<file path="src/rtl/line_ctl_pkg.sv">
// Shared codes for the line tracker controller: motor/wheel encodings,
// one-hot state values and IR sensor polarity.
package line_ctl_pkg;

   localparam logic [1:0] MOTOR_STOP  = 2'b00;
   localparam logic [1:0] MOTOR_FWD   = 2'b01;
   localparam logic [1:0] MOTOR_BACK  = 2'b10;
   localparam logic [1:0] MOTOR_BRAKE = 2'b11;

   localparam logic [2:0] WHEEL_STRAIGHT    = 3'b000;
   localparam logic [2:0] WHEEL_LEFT_SMALL  = 3'b001;
   localparam logic [2:0] WHEEL_LEFT_BIG    = 3'b011;
   localparam logic [2:0] WHEEL_RIGHT_SMALL = 3'b101;
   localparam logic [2:0] WHEEL_RIGHT_BIG   = 3'b111;

   localparam logic IR_WHITE = 1'b0;
   localparam logic IR_BLACK = 1'b1;

   typedef enum logic [5:0] {
      ST_STOP    = 6'b000001,
      ST_TRACK   = 6'b000010,
      ST_BRAKE   = 6'b000100,
      ST_FWD     = 6'b001000,
      ST_BACK    = 6'b010000,
      ST_REVERSE = 6'b100000
   } state_e;

endpackage

</file>
<file path="src/rtl/line_tracker_ctl_if.sv">
// Core/driver-side bundle of the line tracker controller: sensors and mode
// enables in, steering/motor commands and status flags out.
interface line_tracker_ctl_if #(
   parameter int unsigned N_IR = 4
);
   logic [N_IR-1:0] ir;
   logic            en_tracking;
   logic            en_uturn;
   logic            en_brake;
   logic            en_reverse;
   logic [2:0]      front_wheel;
   logic [1:0]      motor;
   logic            end_of_track;
   logic            line_lost;
   logic            uturn_finished;
   logic            brake_finished;
   logic            reverse_finished;
   logic            uturn_fault;

   modport master (
      output ir, en_tracking, en_uturn, en_brake, en_reverse,
      input  front_wheel, motor, end_of_track, line_lost,
             uturn_finished, brake_finished, reverse_finished, uturn_fault
   );

   modport slave (
      input  ir, en_tracking, en_uturn, en_brake, en_reverse,
      output front_wheel, motor, end_of_track, line_lost,
             uturn_finished, brake_finished, reverse_finished, uturn_fault
   );
endinterface

</file>
<file path="src/rtl/steer_decoder.sv">
// Proportional steering: left-half minus right-half black count mapped onto
// five wheel positions (line drifting left means steer right).
module steer_decoder
   import line_ctl_pkg::*;
#(
   parameter int unsigned N_IR = 4
) (
   input  logic [N_IR-1:0] ir,
   output logic [2:0]      wheel_c
);

   localparam int unsigned HALF = N_IR / 2;
   localparam int unsigned PW   = $clog2(HALF + 1);
   localparam int unsigned DW   = PW + 1;

   localparam logic signed [DW-1:0] D_P2 = DW'(2);
   localparam logic signed [DW-1:0] D_P1 = DW'(1);
   localparam logic signed [DW-1:0] D_Z  = '0;
   localparam logic signed [DW-1:0] D_M1 = '1;

   logic [PW-1:0]        l_cnt;
   logic [PW-1:0]        r_cnt;
   logic signed [DW-1:0] diff;

   always_comb begin
      l_cnt   = '0;
      r_cnt   = '0;
      wheel_c = WHEEL_STRAIGHT;
      for (int unsigned i = 0; i < HALF; i++) begin
         l_cnt = l_cnt + PW'(ir[HALF + i]);
         r_cnt = r_cnt + PW'(ir[i]);
      end
      diff = $signed({1'b0, l_cnt}) - $signed({1'b0, r_cnt});
      if (diff >= D_P2)      wheel_c = WHEEL_RIGHT_BIG;
      else if (diff == D_P1) wheel_c = WHEEL_RIGHT_SMALL;
      else if (diff == D_Z)  wheel_c = WHEEL_STRAIGHT;
      else if (diff == D_M1) wheel_c = WHEEL_LEFT_SMALL;
      else                   wheel_c = WHEEL_LEFT_BIG;
   end

endmodule

</file>
<file path="src/rtl/line_tracker_ctl.sv">
// Line tracking / u-turn / brake / reverse controller between Core and the
// servo/motor drivers. Optional TRACK_SLOW_EN pulses the motor on big steer.
module line_tracker_ctl
   import line_ctl_pkg::*;
#(
   parameter int unsigned N_IR        = 4,
   parameter int unsigned CNT_W       = 20,
   parameter int unsigned TURN_DELAY  = 500000,
   parameter int unsigned DRIVE_DELAY = 800000,
   parameter int unsigned BRAKE_TIME  = 1000000,
   parameter int unsigned LOST_TIME   = 300000,
   parameter int unsigned MAX_SWINGS  = 8
`ifdef TRACK_SLOW_EN
   ,
   parameter int unsigned SLOW_HALF   = 2000
`endif
) (
   input  logic               clkus,
   input  logic               rst,
   line_tracker_ctl_if.slave  bus
);

   localparam int unsigned IN_HI = N_IR / 2;
   localparam int unsigned IN_LO = N_IR / 2 - 1;
   localparam int unsigned SW_W  = $clog2(MAX_SWINGS + 1);

   state_e             state_q, state_d;
   logic [2:0]         front_wheel_q, front_wheel_d;
   logic [1:0]         motor_q, motor_d;
   logic               eot_q, eot_d;
   logic               lost_q, lost_d;
   logic               ufin_q, ufin_d;
   logic               bfin_q, bfin_d;
   logic               rfin_q, rfin_d;
   logic               ufault_q, ufault_d;
   logic [CNT_W-1:0]   leg_cnt_q, leg_cnt_d;
   logic [CNT_W-1:0]   brake_cnt_q, brake_cnt_d;
   logic [CNT_W-1:0]   lost_cnt_q, lost_cnt_d;
   logic [SW_W-1:0]    swing_cnt_q, swing_cnt_d;
   logic               arm_q, arm_d;
`ifdef TRACK_SLOW_EN
   logic [CNT_W-1:0]   slow_cnt_q, slow_cnt_d;
   logic               slow_ph_q, slow_ph_d;
`endif

   logic [N_IR-1:0]    ir;
   logic [2:0]         steer_c;
   logic               all_white_c;
   logic               all_black_c;
   logic               in_white_c;
   logic               in_black_c;
   logic               in_any_black_c;

   assign ir             = bus.ir;
   assign all_white_c    = (ir == {N_IR{IR_WHITE}});
   assign all_black_c    = (ir == {N_IR{IR_BLACK}});
   assign in_white_c     = (ir[IN_HI] == IR_WHITE) && (ir[IN_LO] == IR_WHITE);
   assign in_black_c     = (ir[IN_HI] == IR_BLACK) && (ir[IN_LO] == IR_BLACK);
   assign in_any_black_c = (ir[IN_HI] == IR_BLACK) || (ir[IN_LO] == IR_BLACK);

   steer_decoder #(
      .N_IR (N_IR)
   ) u_steer (
      .ir      (ir),
      .wheel_c (steer_c)
   );

   function automatic logic [CNT_W-1:0] sat_inc(input logic [CNT_W-1:0] v);
      return (&v) ? v : v + CNT_W'(1);
   endfunction

   // Next state, counters and registered outputs; outputs follow the next state.
   always_comb begin
      state_d       = state_q;
      front_wheel_d = front_wheel_q;
      motor_d       = motor_q;
      eot_d         = eot_q;
      lost_d        = lost_q;
      ufin_d        = ufin_q;
      bfin_d        = bfin_q;
      rfin_d        = rfin_q;
      ufault_d      = ufault_q;
      leg_cnt_d     = leg_cnt_q;
      brake_cnt_d   = brake_cnt_q;
      lost_cnt_d    = lost_cnt_q;
      swing_cnt_d   = swing_cnt_q;
      arm_d         = arm_q;
`ifdef TRACK_SLOW_EN
      slow_cnt_d    = '0;
      slow_ph_d     = 1'b0;
`endif

      unique case (state_q)
         ST_STOP: begin
            if (!bus.en_uturn) begin
               ufin_d   = 1'b0;
               ufault_d = 1'b0;
            end
            if (!bus.en_brake)   bfin_d = 1'b0;
            if (!bus.en_reverse) rfin_d = 1'b0;
            if (bus.en_tracking) begin
               state_d = ST_TRACK;
            end else if (bus.en_uturn && !ufin_q) begin
               state_d     = ST_FWD;
               leg_cnt_d   = '0;
               swing_cnt_d = '0;
               arm_d       = 1'b0;
            end else if (bus.en_brake && !bfin_q) begin
               state_d     = ST_BRAKE;
               brake_cnt_d = '0;
            end else if (bus.en_reverse && !rfin_q) begin
               state_d = ST_REVERSE;
            end
         end
         ST_TRACK: begin
            if (!bus.en_tracking) state_d = ST_STOP;
         end
         ST_BRAKE: begin
            if (brake_cnt_q >= CNT_W'(BRAKE_TIME - 1)) begin
               state_d = ST_STOP;
               bfin_d  = 1'b1;
            end else begin
               brake_cnt_d = sat_inc(brake_cnt_q);
            end
         end
         ST_FWD, ST_BACK: begin
            if (all_white_c) begin
               state_d = ST_STOP;
               ufin_d  = 1'b1;
            end else if (arm_q && in_any_black_c) begin
               // A switch that would reach the swing limit ends the manoeuvre instead
               if ((swing_cnt_q + SW_W'(1)) == SW_W'(MAX_SWINGS)) begin
                  state_d  = ST_STOP;
                  ufin_d   = 1'b1;
                  ufault_d = 1'b1;
               end else begin
                  state_d     = (state_q == ST_FWD) ? ST_BACK : ST_FWD;
                  leg_cnt_d   = '0;
                  arm_d       = 1'b0;
                  swing_cnt_d = swing_cnt_q + SW_W'(1);
               end
            end else begin
               leg_cnt_d = sat_inc(leg_cnt_q);
               if (in_white_c) arm_d = 1'b1;
            end
         end
         ST_REVERSE: begin
            if (in_black_c) begin
               state_d = ST_STOP;
               rfin_d  = 1'b1;
            end
         end
         default: state_d = ST_STOP;
      endcase

      unique case (state_d)
         ST_TRACK: begin
            front_wheel_d = steer_c;
            lost_cnt_d    = all_white_c
                            ? ((lost_cnt_q >= CNT_W'(LOST_TIME)) ? lost_cnt_q
                                                                 : lost_cnt_q + CNT_W'(1))
                            : '0;
            eot_d         = eot_q | all_black_c;
            lost_d        = lost_q | (lost_cnt_d >= CNT_W'(LOST_TIME));
            motor_d       = MOTOR_FWD;
`ifdef TRACK_SLOW_EN
            // Phase counter runs only while steering hard and the line is usable
            if (((steer_c == WHEEL_LEFT_BIG) || (steer_c == WHEEL_RIGHT_BIG))
                && !eot_d && !lost_d) begin
               if (slow_cnt_q >= CNT_W'(SLOW_HALF - 1)) begin
                  slow_cnt_d = '0;
                  slow_ph_d  = ~slow_ph_q;
               end else begin
                  slow_cnt_d = slow_cnt_q + CNT_W'(1);
                  slow_ph_d  = slow_ph_q;
               end
               motor_d = slow_ph_q ? MOTOR_STOP : MOTOR_FWD;
            end
`endif
            if (eot_d || lost_d) motor_d = MOTOR_STOP;
         end
         ST_BRAKE: begin
            front_wheel_d = WHEEL_STRAIGHT;
            motor_d       = MOTOR_BRAKE;
         end
         ST_FWD: begin
            front_wheel_d = (leg_cnt_d >= CNT_W'(TURN_DELAY)) ? WHEEL_LEFT_BIG : front_wheel_q;
            motor_d       = (leg_cnt_d >= CNT_W'(DRIVE_DELAY)) ? MOTOR_FWD : MOTOR_STOP;
         end
         ST_BACK: begin
            front_wheel_d = (leg_cnt_d >= CNT_W'(TURN_DELAY)) ? WHEEL_RIGHT_BIG : front_wheel_q;
            motor_d       = (leg_cnt_d >= CNT_W'(DRIVE_DELAY)) ? MOTOR_BACK : MOTOR_STOP;
         end
         ST_REVERSE: begin
            front_wheel_d = WHEEL_STRAIGHT;
            motor_d       = MOTOR_BACK;
         end
         default: begin
            front_wheel_d = WHEEL_STRAIGHT;
            motor_d       = MOTOR_STOP;
            eot_d         = 1'b0;
            lost_d        = 1'b0;
            lost_cnt_d    = '0;
            brake_cnt_d   = '0;
            leg_cnt_d     = '0;
            arm_d         = 1'b0;
         end
      endcase
   end

   always_ff @(posedge clkus or negedge rst) begin
      if (!rst) begin
         state_q       <= ST_STOP;
         front_wheel_q <= '0;
         motor_q       <= '0;
         eot_q         <= 1'b0;
         lost_q        <= 1'b0;
         ufin_q        <= 1'b0;
         bfin_q        <= 1'b0;
         rfin_q        <= 1'b0;
         ufault_q      <= 1'b0;
         leg_cnt_q     <= '0;
         brake_cnt_q   <= '0;
         lost_cnt_q    <= '0;
         swing_cnt_q   <= '0;
         arm_q         <= 1'b0;
`ifdef TRACK_SLOW_EN
         slow_cnt_q    <= '0;
         slow_ph_q     <= 1'b0;
`endif
      end else begin
         state_q       <= state_d;
         front_wheel_q <= front_wheel_d;
         motor_q       <= motor_d;
         eot_q         <= eot_d;
         lost_q        <= lost_d;
         ufin_q        <= ufin_d;
         bfin_q        <= bfin_d;
         rfin_q        <= rfin_d;
         ufault_q      <= ufault_d;
         leg_cnt_q     <= leg_cnt_d;
         brake_cnt_q   <= brake_cnt_d;
         lost_cnt_q    <= lost_cnt_d;
         swing_cnt_q   <= swing_cnt_d;
         arm_q         <= arm_d;
`ifdef TRACK_SLOW_EN
         slow_cnt_q    <= slow_cnt_d;
         slow_ph_q     <= slow_ph_d;
`endif
      end
   end

   assign bus.front_wheel      = front_wheel_q;
   assign bus.motor            = motor_q;
   assign bus.end_of_track     = eot_q;
   assign bus.line_lost        = lost_q;
   assign bus.uturn_finished   = ufin_q;
   assign bus.brake_finished   = bfin_q;
   assign bus.reverse_finished = rfin_q;
   assign bus.uturn_fault      = ufault_q;

endmodule

</file>
<file path="src/flat_wrapper.sv">
// flat-port wrapper written by rule: the top's interface ports become plain ports
module line_tracker_ctl_flat import line_ctl_pkg::*;
#(
   parameter int unsigned N_IR        = 4,
   parameter int unsigned CNT_W       = 20,
   parameter int unsigned TURN_DELAY  = 500000,
   parameter int unsigned DRIVE_DELAY = 800000,
   parameter int unsigned BRAKE_TIME  = 1000000,
   parameter int unsigned LOST_TIME   = 300000,
   parameter int unsigned MAX_SWINGS  = 8

)
  (clkus, rst, bus_ir, bus_en_tracking, bus_en_uturn, bus_en_brake, bus_en_reverse, bus_front_wheel, bus_motor, bus_end_of_track, bus_line_lost, bus_uturn_finished, bus_brake_finished, bus_reverse_finished, bus_uturn_fault);
  line_tracker_ctl_if #(.N_IR(N_IR)) bus_i ();
  input  logic clkus;
  input  logic rst;
  input wire logic [$bits(bus_i.ir)-1:0] bus_ir;
  input wire logic [$bits(bus_i.en_tracking)-1:0] bus_en_tracking;
  input wire logic [$bits(bus_i.en_uturn)-1:0] bus_en_uturn;
  input wire logic [$bits(bus_i.en_brake)-1:0] bus_en_brake;
  input wire logic [$bits(bus_i.en_reverse)-1:0] bus_en_reverse;
  output wire logic [$bits(bus_i.front_wheel)-1:0] bus_front_wheel;
  output wire logic [$bits(bus_i.motor)-1:0] bus_motor;
  output wire logic [$bits(bus_i.end_of_track)-1:0] bus_end_of_track;
  output wire logic [$bits(bus_i.line_lost)-1:0] bus_line_lost;
  output wire logic [$bits(bus_i.uturn_finished)-1:0] bus_uturn_finished;
  output wire logic [$bits(bus_i.brake_finished)-1:0] bus_brake_finished;
  output wire logic [$bits(bus_i.reverse_finished)-1:0] bus_reverse_finished;
  output wire logic [$bits(bus_i.uturn_fault)-1:0] bus_uturn_fault;
  assign bus_i.ir = bus_ir;
  assign bus_i.en_tracking = bus_en_tracking;
  assign bus_i.en_uturn = bus_en_uturn;
  assign bus_i.en_brake = bus_en_brake;
  assign bus_i.en_reverse = bus_en_reverse;
  assign bus_front_wheel = bus_i.front_wheel;
  assign bus_motor = bus_i.motor;
  assign bus_end_of_track = bus_i.end_of_track;
  assign bus_line_lost = bus_i.line_lost;
  assign bus_uturn_finished = bus_i.uturn_finished;
  assign bus_brake_finished = bus_i.brake_finished;
  assign bus_reverse_finished = bus_i.reverse_finished;
  assign bus_uturn_fault = bus_i.uturn_fault;
  line_tracker_ctl #(.N_IR(N_IR), .CNT_W(CNT_W), .TURN_DELAY(TURN_DELAY), .DRIVE_DELAY(DRIVE_DELAY), .BRAKE_TIME(BRAKE_TIME), .LOST_TIME(LOST_TIME), .MAX_SWINGS(MAX_SWINGS)) u_core (.clkus(clkus), .rst(rst), .bus(bus_i));
endmodule
</file>
<file path="config.mk">
export PLATFORM = sky130hd
export DESIGN_NAME = line_tracker_ctl_flat
export DESIGN_NICKNAME = d
export VERILOG_FILES = /design/src/rtl/line_ctl_pkg.sv /design/src/rtl/line_tracker_ctl_if.sv /design/src/rtl/steer_decoder.sv /design/src/rtl/line_tracker_ctl.sv /design/src/flat_wrapper.sv
export SDC_FILE = /design/constraint.sdc
export NUM_CORES = 1
export LEC_CHECK = 0
export CAP_MARGIN = 20
export CORE_MARGIN = 2
export CORE_UTILIZATION = 67
export CTS_CLUSTER_DIAMETER = 40
export DETAILED_ROUTE_END_ITERATION = 6
export HOLD_SLACK_MARGIN = 0.08
export PLACE_DENSITY = 0.93
export SETUP_SLACK_MARGIN = 0.15
export SLEW_MARGIN = 15
export SYNTH_ARGS = -nofsm -noshare
export SYNTH_HDL_FRONTEND = slang
export SYNTH_SLANG_ARGS = --single-unit
export TNS_END_PERCENT = 100
</file>
<file path="constraint.sdc">
create_clock -name clkus -period 5.6 [get_ports clkus]
set_input_delay 1.12 -clock clkus [delete_from_list [all_inputs] [get_ports clkus]]
set_output_delay 1.12 -clock clkus [all_outputs]
set_load 0.01 [all_outputs]
</file>
==> results of run 1 <==
-- report_power, final --
group | internal [mW] | switching, mW | total, mW
combinational | 0.161 | 0.410 | 0.571
clock | 0.219 | 0.217 | 0.435
sequential | 0.627 | 0.0409 | 0.668
-- critical path: cells and delay by family --
family | cells | cell delay [ns]
multiplexers | 1 | 0.36
adder cells (fa/ha/maj) | 1 | 0.21
AO/OA/AOI/OAI | 3 | 0.68
buffers and inverters | 2 | 0.75
AND/OR/NAND/NOR | 5 | 1.80
-- cell type report --
class                           instances  share of cell area [%]
Tap cell                              102                    2.19
Sequential cell                        82                    35.2
Clock inverter                          4                   0.880
Timing Repair Buffer                   22                    3.86
Multi-Input combinational cell        524                    54.3
Clock buffer                           12                    2.49
Inverter                               17                    1.09
-- cell families after synthesis --
family / count (synthesis) / share of synthesized area, %
buf+inv: 46 / 3.57
xor+xnor: 18 / 2.92
simple gates: 297 / 29.4
flops: 82 / 38.0
compound gates: 192 / 22.2
fa+ha+maj: 12 / 2.92
mux: 5 / 1.02
-- cell usage in the layout, fill, tap and decap left out, types with 6 or more instances in the layout --
cell and count:
sky130_fd_sc_hd__a21oi_1 48, sky130_fd_sc_hd__a31oi_1 9, sky130_fd_sc_hd__and2_1 7, sky130_fd_sc_hd__and3_1 14, sky130_fd_sc_hd__clkbuf_8 10, sky130_fd_sc_hd__clkdlybuf4s50_1 19
sky130_fd_sc_hd__dfrtp_1 81, sky130_fd_sc_hd__ha_1 11, sky130_fd_sc_hd__inv_1 16, sky130_fd_sc_hd__nand2_1 65, sky130_fd_sc_hd__nand2b_1 6, sky130_fd_sc_hd__nand3_1 22
sky130_fd_sc_hd__nand4_1 12, sky130_fd_sc_hd__nor2_1 79, sky130_fd_sc_hd__nor2b_1 11, sky130_fd_sc_hd__nor3_1 17, sky130_fd_sc_hd__nor3b_1 6, sky130_fd_sc_hd__nor4_1 6
sky130_fd_sc_hd__o211ai_1 6, sky130_fd_sc_hd__o21ai_0 68, sky130_fd_sc_hd__o31ai_1 12, sky130_fd_sc_hd__or4_1 6, sky130_fd_sc_hd__xor2_1 13
-- sequential cells by signal, summed over array words and instances, names as in the netlist --
name	cells
u_core.bus.reverse_finished	1
u_core.arm_q	1
u_core.state_q	6
u_core.brake_cnt_q	20
u_core.bus.front_wheel	3
u_core.bus.uturn_finished	1
u_core.bus.brake_finished	1
u_core.bus.end_of_track	1
u_core.bus.motor	2
u_core.lost_cnt_q	20
u_core.bus.line_lost	1
u_core.leg_cnt_q	20
u_core.bus.uturn_fault	1
u_core.swing_cnt_q	4
-- routing by layer --
layer / global-route usage [%] / up-vias
met5: 0 / -
met4: 16.1 / 0
met3: 5.70 / 52
met2: 54.9 / 255
met1: 42.6 / 2510
li1: - / 2413
-- per-stage QoR --
step	setup WS [ns]	utilization, %	instances
2_1_floorplan	1.79	-	652
3_3_place_gp	0.829	72.2	746
3_5_place_dp	0.633	72.2	746
4_1_cts	0.999	74.8	762
5_1_grt	0.704	75.0	763
6_report	0.931	75.0	763
-- how the worst min path moves through the flow --
stage | start | endpoint | cells past startpoint
3_5_place_dp | u_core.bus.front_wheel[2] | u_core.bus.front_wheel[2] | 1
2_1_floorplan | u_core.lost_cnt_q[4] | u_core.lost_cnt_q[4] | 1
3_3_place_gp | u_core.lost_cnt_q[4] | u_core.lost_cnt_q[4] | 1
4_1_cts | u_core.bus.front_wheel[2] | u_core.bus.front_wheel[2] | 1
5_1_grt | u_core.lost_cnt_q[3] | u_core.lost_cnt_q[3] | 1
6_report | u_core.bus.front_wheel[2] | u_core.bus.front_wheel[2] | 1
==> impl_results.md, run 1 <==
* GRT Resource Usage Total at 33.3%
* Flip-flop and latch count after synthesis at 82
* R2R setup slack at 1.91 ns
* Wire length of the first global-routing pass at 23500 um
* Routed length per placed instance at 18.5 um
* Cells after synthesis at 652
* Routed vias at 5230
* Final setup violation count at 0
* Number of port buffers at 20
* Detailed-route DRC error count at 0
* Placed Area at 5610 um2
* TritonCTS clock tree: done
* Horiz. Die Dim at 93.8 um
* Origin of the worst setup path: bus_ir[1]
* Critical path launch point type: input pin
* Total area of sequential cells at 2050 um2
* Antenna diode instance count at 0
* Warning count from the yosys run at 0
* List of cells traversed by the critical path: clkdlybuf4s50_1 > inv_1 > ha_1 > or3b_1 > nand3_2 > nor2_1 > a31oi_1 > nor2_1 > o21ai_0 > or4_4 > o31ai_2 > mux2_1
* Setup skew after layout at 0.0154 ns
* Part of the cycle the worst path needs at 83.4%
* Critical path destination: u_core.bus.front_wheel[2]
* Leading area contributor after synthesis: sky130_fd_sc_hd__dfrtp_1
* Starting utilization of the core area at 69.6%
* Unrepaired setup endpoints after global routing: false
* PD cells at 287 nW/um2
* Relative slew slack at 32.5%
* Tightest Hold Check Type: register to register
* Data required time of the critical path at 5.85 ns
* Async S/R FF share, synth at 100%
* Starting DRC count in detailed routing at 442
* Critical path data arrival time at 4.92 ns
* Fraction of layout instances using a drive strength above 1 at 7.11%
* Achievable clock frequency at 214 MHz
* Count of cell types in the netlist at 87
* Setup TNS Final at 0 ns
* Core area at 7770 um2
* Portion of the post-synthesis area used by sequential elements at 38.0%
* Worst vdd rail ir drop at 0.000210 V
* CTS clk-pin slew, worst paths at 0.08 ns
* Max Fanout on Critical Path at 23
* Post-layout net count at 678
* Area overhead of the layout relative to synthesis at 7.85%
* Overflow left after global routing at 0
* WHS at 0.504 ns
* Initial DRT Pass Iterations at 7
* Vertical die dimension at 93.8 um
* Clock Sinks at 82
* Commonest cells post-synth: sky130_fd_sc_hd__dfrtp_1 (81), sky130_fd_sc_hd__nor2_1 (79), sky130_fd_sc_hd__o21ai_0 (69)
* Met2 wire length at 6950 um
* Design area at 5830 um2
* GPL Wtd Cong at 0.958
* Length of routed met3 wiring at 886 um
* Die area at 8800 um2
* Detailed-placement wirelength estimate at 9750 um
* Total standard cell area after synthesis at 5400 um2
* Mean instance size in the synthesized netlist at 8.29 um2
* Syn nets at 674
* Largest net degree at the start of global routing at 83
* Most frequent cell on the critical path: sky130_fd_sc_hd__nor2_1
* Number of hold violations in the final report at 0
* Outcome: finished clean
* I/O pin count at 21
* Number of buffers inserted by hold repair at cts at 0
* Startpoint of the most critical register-to-register path: u_core.state_q[5]
* Number of antenna violations at the first check in global routing at 0
* Number of CTS-inserted buffers at 9
* Post-CTS Setup Repair Bufs at 0
* Most frequent cell after synthesis: sky130_fd_sc_hd__dfrtp_1
* Root buffer cell: sky130_fd_sc_hd__clkbuf_8
* Top FF cell, synth: sky130_fd_sc_hd__dfrtp_1
* CTS resizes at 0
* Number of global-route vias before repair at 4958
* Ratio of routed vias to standard cells at 6.85
* Wire length on met1 at 5750 um
* Number of enable-type register cells in the synthesized netlist at 0
* Total design power at 1.67 mW
* Worst Max-Slew Pin Slew at 1.01 ns
* Highest routed metal layer: met4
* Total wirelength of the detailed-routed design at 14100 um
* Max Cap Viol at 0
* FP Rows at 32
* Terminus of the critical flop-to-flop path: u_core.bus.front_wheel[2]
* Count of cells along the worst register-to-register path at 9
* Top area cells in the synthesized netlist: sky130_fd_sc_hd__dfrtp_1 (38%), sky130_fd_sc_hd__o21ai_0 (6.4%), sky130_fd_sc_hd__nor2_1 (5.5%)
* Number of max-slew violations in the final report at 0
* Clock H-tree levels at 3
* Multi-input gate area at 3160 um2
* Crit end category: register
* Longest Clk Path Bufs at 2
* Clock latency of the later-clocked register in the worst-skew pair at 0.36 ns
* Slowest stage cell on the critical path: sky130_fd_sc_hd__clkdlybuf4s50_1
* Critical path class: input pin to register
* CP max stage delay at 0.62 ns
* Static Leakage at 2.39 nW
* Final worst path period need at 4.67 ns
* Area fraction of the dominant cell type after synthesis at 37.5%
* ANT nets after route at 0
* FILL cells at 556
(Power assumes the default switching activity.)
==> inputs of run 2 (changes only) <==
CORE_UTILIZATION = 56   (was 67)
PLACE_DENSITY = 0.83   (was 0.93)
clock period = 3.98 ns   (was 5.6 ns; I/O delays follow)
==> impl_results.md, run 2 (synthesized netlist as in run 1, its figures left out) <==
* Kind of cell adding the most delay to the critical path: simple AND/OR/NAND/NOR gates (unchanged)
* Top library cells by usage in the layout, fill and taps aside: sky130_fd_sc_hd__dfrtp_1 (81), sky130_fd_sc_hd__nor2_1 (79), sky130_fd_sc_hd__o21ai_0 (68) (unchanged)
* Number of hold violations in the final report at 0 (unchanged)
* Critical path class: input pin to register (unchanged)
* Largest registers in the final layout: u_core.brake_cnt_q x20, u_core.leg_cnt_q x20, u_core.lost_cnt_q x20 (unchanged)
* FILL cells at 777 (was 556)
* Commonest non-fill, non-tap cell in the layout: sky130_fd_sc_hd__dfrtp_1 (unchanged)
* Achievable clock frequency at 275 MHz
* Final core utilization at 65.6% (was 75.0%)
* Number of CTS-inserted buffers at 9 (unchanged)
* GRT Resource Usage Total at 28.7% (was 33.3%)
* Part of the cycle the worst path needs at 91.4%
* Horiz. Die Dim at 102 um (was 93.8 um)
* Fraction of layout instances using a drive strength above 1 at 11.0% (was 7.11%)
* Setup TNS Final at 0 ns (unchanged)
* Worst-case hold path end point: u_core.lost_cnt_q[4] (was u_core.bus.front_wheel[2])
* Post-layout net count at 705 (was 678)
* R2R setup slack at 0.63 ns (was 1.91 ns)
* Number of antenna violations at the first check in global routing at 0 (unchanged)
* CP max stage delay at 0.50 ns (was 0.62 ns)
* Clock latency of the later-clocked register in the worst-skew pair at 0.37 ns (was 0.36 ns)
* Longest Clk Path Bufs at 2 (unchanged)
* Slowest stage cell on the critical path: sky130_fd_sc_hd__or4_4 (was sky130_fd_sc_hd__clkdlybuf4s50_1)
* Outcome: finished clean (unchanged)
* Total wirelength of the detailed-routed design at 14300 um (was 14100 um)
* List of cells traversed by the critical path: clkdlybuf4s50_1 > inv_1 > ha_1 > or3b_1 > and3_4 > nor2_4 > nor2_2 > a211o_1 > or4_4 > o31ai_2 > mux2_1 (was clkdlybuf4s50_1 > inv_1 > ha_1 > or3b_1 > nand3_2 > nor2_1 > a31oi_1 > nor2_1 > o21ai_0 > or4_4 > o31ai_2 > mux2_1)
* CTS clk-pin slew, worst paths at 0.09 ns (was 0.08 ns)
* Final worst path period need at 3.64 ns
* Post-CTS Setup Repair Bufs at 0 (unchanged)
* Terminus of the critical flop-to-flop path: u_core.bus.front_wheel[2] (unchanged)
* Max Fanout on Critical Path at 7 (was 23)
* Number of global-route vias before repair at 4916 (was 4958)
* Switching Fraction at 39.4% (was 39.9%)
* Detailed-placement wirelength estimate at 10300 um (was 9750 um)
* Relative slew slack at 43.5% (was 32.5%)
* Routed vias at 5218 (was 5230)
* PD cells at 410 nW/um2 (was 287 nW/um2)
* TritonCTS clock tree: done (unchanged)
* Overflow left after global routing at 0 (unchanged)
* Wire length of the first global-routing pass at 23600 um (was 23500 um)
* Launch point of the worst hold path: u_core.lost_cnt_q[4] (was u_core.bus.front_wheel[2])
* Starting DRC count in detailed routing at 350 (was 442)
* Max Cap Viol at 0 (unchanged)
* Count of cells along the worst register-to-register path at 9 (unchanged)
* Ratio of routed vias to standard cells at 6.39 (was 6.85)
* Total design power at 2.50 mW (was 1.67 mW)
* Internal portion of total power at 1.52 mW (was 1.01 mW)
* Data required time of the critical path at 4.23 ns (was 5.85 ns)
* CP bufs+invs at 2 (unchanged)
* Worst Max-Slew Pin Slew at 0.848 ns (was 1.01 ns)
* CTS resizes at 0 (unchanged)
* Root buffer cell: sky130_fd_sc_hd__clkbuf_8 (unchanged)
* Clk pwr share at 27.7% (was 26.0%)
* Tightest Hold Check Type: register to register (unchanged)
* Antenna diode instance count at 0 (unchanged)
* Number of max-slew violations in the final report at 0 (unchanged)
* Critical path data arrival time at 3.89 ns (was 4.92 ns)
* Detailed-route DRC error count at 0 (unchanged)
* Number of buffers inserted by hold repair at cts at 0 (unchanged)
* Clock H-tree levels at 3 (unchanged)
* Static Leakage at 2.54 nW (was 2.39 nW)
* Number of port buffers at 20 (unchanged)
* Core area at 9280 um2 (was 7770 um2)
* Worst vdd rail ir drop at 0.000238 V (was 0.000210 V)
* Combinational share of power at 34.7% (was 34.1%)
* Setup skew after layout at 0.0105 ns (was 0.0154 ns)
* Starting utilization of the core area at 58.2% (was 69.6%)
* Unrepaired setup endpoints after global routing: false (unchanged)
* Psw at 984 uW (was 668 uW)
* Critical path launch point type: input pin (unchanged)
* Area overhead of the layout relative to synthesis at 12.7% (was 7.85%)
* Largest net degree at the start of global routing at 68 (was 83)
* Number of instances on the worst hold path at 1 (unchanged)
* Final setup violation count at 0 (unchanged)
* Startpoint of the most critical register-to-register path: u_core.leg_cnt_q[0] (was u_core.state_q[5])
* FP Rows at 35 (was 32)
* Clock Sinks at 82 (unchanged)
* GPL Wtd Cong at 1.02 (was 0.958)
* Portion of total power attributed to sequential cells at 37.6% (was 39.9%)
* CP Depth at 11 (was 12)
* ANT nets after route at 0 (unchanged)
* Die area at 10500 um2 (was 8800 um2)
* WHS at 0.493 ns (was 0.504 ns)
* Routed length per placed instance at 17.6 um (was 18.5 um)
* Initial DRT Pass Iterations at 5 (was 7)
* Vertical die dimension at 102 um (was 93.8 um)
* Crit end category: register (unchanged)
* I/O pin count at 21 (unchanged)
-- run 2: changes by cell type in the layout (fill, tap and decap cells not counted), sizes merged --
cell,before,now
bufinv,1,2
buf,3,30
clkbuf,12,9
inv,16,18
-- run 2: how the worst max path moves through the flow --
stage | startpoint | end
finish | bus_ir[0] | u_core.bus.front_wheel[2]
global route | bus_ir[0] | u_core.bus.front_wheel[2]
CTS | bus_ir[0] | u_core.bus.front_wheel[2]
detailed placement | bus_ir[0] | u_core.bus.front_wheel[2]
global placement | bus_ir[0] | u_core.bus.front_wheel[2]
floorplan | bus_ir[0] | u_core.bus.front_wheel[2]
-- run 2: area by class of cell --
cell class              count  area, um2  area share, %
multi-input cells         524       3160           51.9
flip-flops and latches     82       2050           33.7
clock buffers               9        124           2.03
repair buffers             49        428           7.03
well taps                 129        161           2.65
inverters                  17       63.8           1.05
clock inverters             7       98.8           1.62
-- run 2: power groups by stage --
| stage | combinational [mW] | clock (mW) | sequential [mW] |
|---|---|---|---|
| final | 0.867 | 0.692 | 0.939 |
| after global routing | 0.944 | 0.743 | 0.945 |
| after CTS | 0.857 | 0.703 | 0.937 |
| after detailed placement | 0.848 | 0 | 0.952 |
| after global placement | 0.827 | 0 | 0.951 |
| after floorplan | 0.533 | 0 | 0.940 |
-- run 2: per-stage QoR --
step,std cells,area [um2],setup WS [ns]
2_1_floorplan,652,5400,0.496
3_3_place_gp,801,5870,0.0689
3_5_place_dp,801,5870,-0.0201
4_1_cts,817,6090,0.359
5_1_grt,817,6090,0.221
6_report,817,6090,0.343
-- run 2: worst register-to-register path, stage by stage, from the launching register on --
cell and delay [ns]:
sky130_fd_sc_hd__dfrtp_1 0.43, sky130_fd_sc_hd__ha_1 0.24, sky130_fd_sc_hd__and3_1 0.30, sky130_fd_sc_hd__and2_0 0.39, sky130_fd_sc_hd__a211oi_2 0.21, sky130_fd_sc_hd__a221oi_1 0.31, sky130_fd_sc_hd__a21oi_1 0.14, sky130_fd_sc_hd__or4_4 0.54
sky130_fd_sc_hd__o31ai_2 0.34, sky130_fd_sc_hd__mux2_1 0.35
-- run 2: per-layer routing --
metal / vias up / GRT usage [%] / part of all wire (%)
li1: 2468 / - / -
met3: 25 / 3.01 / 6.7
met5: - / 0 / 0
met4: 0 / 11.1 / 2.0
met1: 2504 / 38.2 / 42
met2: 221 / 48.4 / 49
